[config.mk]
export PLATFORM = sky130hd
export DESIGN_NAME = serial_twos_comp_word
export DESIGN_NICKNAME = d
export VERILOG_FILES = /design/src/rtl/serial_twos_comp_word.sv
export SDC_FILE = /design/constraint.sdc
export NUM_CORES = 1
export LEC_CHECK = 0
export ABC_CLOCK_PERIOD_IN_PS = 3530
export CAP_MARGIN = 20
export CORE_UTILIZATION = 60
export CTS_CLUSTER_DIAMETER = 50
export DETAILED_ROUTE_END_ITERATION = 10
export GPL_TIMING_DRIVEN = 0
export PLACE_DENSITY = 0.9
export SETUP_SLACK_MARGIN = 0.4
export SLEW_MARGIN = 0
export SYNTH_ARGS = -nofsm -noshare
export SYNTH_HDL_FRONTEND = slang
export SYNTH_SLANG_ARGS = --single-unit
[constraint.sdc]
create_clock -name t_clk -period 3.53 [get_ports t_clk]
set_input_delay 0.706 -clock t_clk [delete_from_list [all_inputs] [get_ports t_clk]]
set_output_delay 0.706 -clock t_clk [all_outputs]
set_load 0.005 [all_outputs]
[src/rtl/serial_twos_comp_word.sv]
// serial_twos_comp_word: word-framed LSB-first serial two's-complement engine
// (pass / one's complement / negate / absolute value) with overflow flag and frame-error recovery.
// Latency: result bit 0 is valid 1 cycle after the edge that samples input bit WIDTH-1.
// Backpressure: none; input bits are accepted whenever i_valid=1 and output runs for exactly WIDTH cycles.
//
// Ports:
//   t_clk    clock, all state on rising edge
//   r        asynchronous active-low reset
//   i        serial data bit, LSB first
//   i_valid  i and i_sof are sampled this cycle
//   i_sof    start of frame, marks bit 0 of a word (ignored when i_valid=0)
//   mode     00 pass, 01 one's complement, 10 negate, 11 absolute value (sampled at word load)
//   y        serial result bit, LSB first
//   y_valid  y carries a result bit
//   y_sof    high with y_valid on result bit 0
//   ovf      high with y_valid on result bit WIDTH-1 when negating the most-negative value
//   err_frm  one-cycle pulse when a partial word is aborted by an early i_sof
module serial_twos_comp_word #(
   parameter int WIDTH = 8
) (
   input  logic       t_clk,
   input  logic       r,
   input  logic       i,
   input  logic       i_valid,
   input  logic       i_sof,
   input  logic [1:0] mode,
   output logic       y,
   output logic       y_valid,
   output logic       y_sof,
   output logic       ovf,
   output logic       err_frm
);

   localparam int              CW       = (WIDTH > 2) ? $clog2(WIDTH) : 1;
   localparam logic [CW-1:0]   LAST     = CW'(WIDTH - 1);
   localparam logic [CW-1:0]   ONE      = CW'(1);
   localparam logic [WIDTH-1:0] MOST_NEG = {1'b1, {(WIDTH-1){1'b0}}};

   typedef enum logic {HUNT, COLLECT} in_state_t;

   in_state_t        state;
   logic [CW-1:0]    cnt_in;
   logic [WIDTH-1:0] word_buf;

   // Output side: shreg holds the bits still to be emitted, bit 0 next.
   logic [WIDTH-1:0] shreg;
   logic [CW-1:0]    rem;
   logic             neg_r;
   logic             inv_r;
   logic             ovf_arm;
   logic             seen;

   logic             load;
   logic [WIDTH-1:0] word_full;
   logic             neg_ld;
   logic             inv_ld;
   logic             out_bit;

   // The last bit completes the word in the same cycle it is sampled, so the
   // shifter is loaded from the buffer with the live bit spliced in as the MSB.
   always_comb begin
      word_full            = word_buf;
      word_full[WIDTH-1]   = i;
   end

   assign load   = i_valid && (state == COLLECT) && !i_sof && (cnt_in == LAST);
   assign inv_ld = (mode == 2'b01);
   // abs becomes negate only when the completed word is negative
   assign neg_ld = (mode == 2'b10) || ((mode == 2'b11) && word_full[WIDTH-1]);

   // Negate: bits up to and including the first 1 pass, all later bits invert.
   assign out_bit = inv_r             ? ~shreg[0] :
                    (neg_r && seen)   ? ~shreg[0] :
                                         shreg[0];

   // Input framing FSM
   always_ff @(posedge t_clk or negedge r) begin
      if (!r) begin
         state    <= HUNT;
         cnt_in   <= '0;
         word_buf <= '0;
         err_frm  <= 1'b0;
      end else begin
         err_frm <= 1'b0;
         if (i_valid) begin
            case (state)
               HUNT: begin
                  if (i_sof) begin
                     word_buf <= {{(WIDTH-1){1'b0}}, i};
                     cnt_in   <= ONE;
                     state    <= COLLECT;
                  end
               end
               COLLECT: begin
                  if (i_sof) begin
                     // early start of frame: drop the partial word, restart on this bit
                     err_frm  <= 1'b1;
                     word_buf <= {{(WIDTH-1){1'b0}}, i};
                     cnt_in   <= ONE;
                  end else if (cnt_in == LAST) begin
                     cnt_in <= '0;
                     state  <= HUNT;
                  end else begin
                     word_buf[cnt_in] <= i;
                     cnt_in           <= cnt_in + ONE;
                  end
               end
               default: begin
                  state  <= HUNT;
                  cnt_in <= '0;
               end
            endcase
         end
      end
   end

   // Output shifter. Bit 0 is produced directly on the load edge so the result
   // starts the very next cycle; a new load always overrides (it can only
   // coincide with the final bit of the previous word).
   always_ff @(posedge t_clk or negedge r) begin
      if (!r) begin
         y       <= 1'b0;
         y_valid <= 1'b0;
         y_sof   <= 1'b0;
         ovf     <= 1'b0;
         shreg   <= '0;
         rem     <= '0;
         neg_r   <= 1'b0;
         inv_r   <= 1'b0;
         ovf_arm <= 1'b0;
         seen    <= 1'b0;
      end else begin
         y_sof <= 1'b0;
         ovf   <= 1'b0;
         if (load) begin
            y       <= inv_ld ? ~word_full[0] : word_full[0];
            y_valid <= 1'b1;
            y_sof   <= 1'b1;
            shreg   <= {1'b0, word_full[WIDTH-1:1]};
            rem     <= LAST;
            neg_r   <= neg_ld;
            inv_r   <= inv_ld;
            seen    <= word_full[0];
            ovf_arm <= neg_ld && (word_full == MOST_NEG);
         end else if (rem != '0) begin
            y       <= out_bit;
            y_valid <= 1'b1;
            shreg   <= {1'b0, shreg[WIDTH-1:1]};
            seen    <= seen | shreg[0];
            rem     <= rem - ONE;
            if (rem == ONE) begin
               ovf <= ovf_arm;
            end
         end else begin
            y       <= 1'b0;
            y_valid <= 1'b0;
         end
      end
   end

endmodule

==> results.toml <==
[status]
outcome = "finished, final reports clean"

[clock_network]
postCtsResizedCells = 0
cts_hold_repair.buffers = 0
tritoncts = "done"
htree_levels = 2
clk-insertion-delay-late_ns = 0.32
cts-root-buf = "clkbuf_4"
clk_pin_slew_ns = 0.08
post_cts_buffers = 0
cts-root-to-sink-buffers = 2
cts.sink_count = 30
cts_made_buffers = 5

[detailed_routing]
detail-route-antenna-nets = 0
dr_total_vias = 1178
first_pass_iters = 4
routed_wirelength_um = 3000
detailedRoute.firstIterationViolations = 36
post-route-drc-count = 0
routedWlPerCell_um = 15.15
routed_via_density = 5.949

[pwr]
seqPwrFrac_pct = 49.2
internal_power_mw = 0.6138
combinational_fraction_of_design_power_pct = 31.2
power.total_mw = 0.9238
power_switching_share_pct = 33.55
clock_power_share_pct = 19.6
total_switching_power_mw = 0.3100
p_leak_nw = 0.7840
ir_drop_mv = 0.4784
cellPowerDensity_nw_per_um2 = 549.3

[grt]
grt_usage_pct = 28.68
largest_net_degree_at_the_start_of_global_routing = 22
via_count_of_the_first_global_routing_pass = 1210
grt_pass1_wl_um = 5375
grt_antenna_before_repair = 0
gr-total-overflow = 0

[layout]
synthToLayoutAreaGrowth_pct = 14.87
n_fill_cell = 169
most_common_cell_after_layout_fill_and_taps_aside = "dfrtp_1"
final_core_utilization_pct = 74.58
stdcell_count = 198
antenna-diode-count = 0
post_route_cells_drive_above_1_share_pct = 7.647
most-common-layout-cells = "dfrtp_1, nand2_1, nor2_1, clkdlybuf4s50_1"
fin_nets = 182

[sta]
post-route-worst-setup-slack_ns = 1.479
report.final.slew_viol_count = 0
post-route-period-util_pct = 58.10
finalSetupViolations = 0
period_minus_slack_ns = 2.051
rsz0062_at_grt = "false"
timing.fmax_mhz = 487.6
worstMarginPinSlew_ns = 0.5506
clock_skew_after_layout_ns = 0.005352
maxSlewHeadroom_pct = 63.18
final.setup.tns_ns = 0
finalHoldViolCount = 0

[die]
design.core.area_um2 = 2255
die_h_um = 51.40
floorplan.initialDensity_pct = 64.93
die_width_um = 51.40
die_area_um2 = 2641
boundaryPins = 12
fp-row-count = 17

[placed_design]
globalplace.congestion = 0.8573
placedCellCount = 191
detailed_place_hpwl_um = 2197
post-place-ws_ns = 1.209
io_buffers = 11

[setup_path]
critical_path_s_largest_stage_delay_ns = 0.53
critPathKind = "in2reg"
critPathMaxFanout = 10
timing.critical_path.buf_inv = 2
path_cells = "clkdlybuf4s50_1, buf_2, nand3b_1, o311ai_0, o31ai_1"
worst_path_dominant_cell_family = "buffers and inverters"
slowest_stage_cell_cp = "clkdlybuf4s50_1"
end_kind = "flip-flop"
cp.required_ns = 3.71
timing.critical_path.from_type = "input pin"
ff2ff_path_depth = 5
r2r-end = "word_buf[5]"
regToRegSetupSlack_ns = 1.59
critical_path.reg2reg.startpoint = "cnt_in[0]"
cp_data_arrival_time_ns = 2.23

[synth]
synth_cell_type_count = 36
postSynthCellCount = 151
synthFlopType = "dfrtp_1"
ys_seq_elements = 30
mappedNetlistNets = 163
synthArstFlopShare_pct = 100.0
post_synthesis_sequential_area_ratio_pct = 51.28
syn_avg_cell_area_um2 = 9.695
cell_area_after_synthesis_um2 = 1464
synth_warnings = 0
synth-edff-count = 0

[run]
maxCapViolations = 0

[min_path]
min_delay_worst_endpoint = "ovf_arm"
min_path_type = "reg2reg"
timing.hold.worst_path_depth = 2
holdCritStartpoint = "ovf_arm"
==> routing by layer <==
| metal | share of wire (%) | GRT usage [%] | vias to the layer above | wire length, um |
|---|---|---|---|---|
| met3 | 6.3 | 5.357 | 4 | 189 |
| met4 | 1.7 | 13.96 | 0 | 51 |
| met2 | 50 | 45.02 | 47 | 1493 |
| met5 | 0 | 0 | - | 0 |
| met1 | 42 | 37.94 | 557 | 1266 |
| li1 | - | - | 570 | - |
==> flip-flops by register name, indices dropped and copies added (netlist names) <==
signal	count
state	1
inv_r	1
ovf_arm	1
word_buf	7
shreg	7
rem	3
seen	1
cnt_in	3
err_frm	1
neg_r	1
ovf	1
y_sof	1
y_valid	1
y	1
==> worst max path at each step <==
stage / startpoint / to / cells after the start
3_5_place_dp: i_valid / word_buf[5] / 5
6_report: i_valid / word_buf[5] / 5
2_1_floorplan: cnt_in[0] / word_buf[5] / 5
3_3_place_gp: r / cnt_in[2] / 1
4_1_cts: i_valid / word_buf[5] / 5
5_1_grt: i_valid / word_buf[5] / 5
==> worst reg2reg max path, delay by kind of cell (launching register included) <==
| family | cells | cell delay (ns) |
|---|---|---|
| flip-flops | 1 | 0.47 |
| adder cells (fa/ha/maj) | 2 | 0.48 |
| AO/OA/AOI/OAI | 2 | 0.58 |
| AND/OR/NAND/NOR | 1 | 0.26 |
==> logic make-up (layout without fill, tap and decap cells) <==
group	after synthesis	in the layout	synth area share [%]
DFF	30	30	51.28
and+or+nand+nor	59	59	20.09
AOI/OAI and AO/OA	37	37	16.92
muxes	1	1	0.7692
buffers and inverters	16	35	4.871
xor gates and xnor gates	3	3	1.795
adders and majority gates	5	5	4.274
==> synth_stat cells, drive strengths merged (5+ instances only) <==
| library cell | number | area share [%] |
|---|---|---|
| a21oi | 5 | 1.7 |
| a31oi | 6 | 2.6 |
| buf | 6 | 2.3 |
| dfrtp | 30 | 51 |
| ha | 5 | 4.3 |
| inv | 9 | 2.3 |
| nand2 | 26 | 6.7 |
| nor2 | 11 | 2.8 |
| o21ai | 9 | 3.1 |
==> power groups by stage <==
stage / combinational [mW] / clock, mW / sequential [mW]
6_report: 0.288 / 0.181 / 0.455
3_3_place_gp: 0.264 / 0 / 0.456
2_1_floorplan: 0.204 / 0 / 0.449
5_1_grt: 0.329 / 0.199 / 0.464
3_5_place_dp: 0.290 / 0 / 0.461
4_1_cts: 0.291 / 0.183 / 0.454
==> stage by stage <==
step	area, um^2	hold slack, ns
6_report	1682	0.5133
5_1_grt	1682	0.5677
4_1_cts	1682	0.5044
3_5_place_dp	1637	0.4789
3_3_place_gp	1609	0.4649
2_1_floorplan	1464	0.4104
==> layout make-up <==
type	instances	area (um^2)	share of cell area [%]
buffer	7	37.54	2.232
clock buffer	7	45.04	2.679
tap	28	35.03	2.083
inverter	9	33.78	2.009
multi-input combinational	105	641.9	38.17
sequential	30	750.7	44.64
timing repair buffer	12	137.6	8.185
Power figures use the tool's default switching activity.
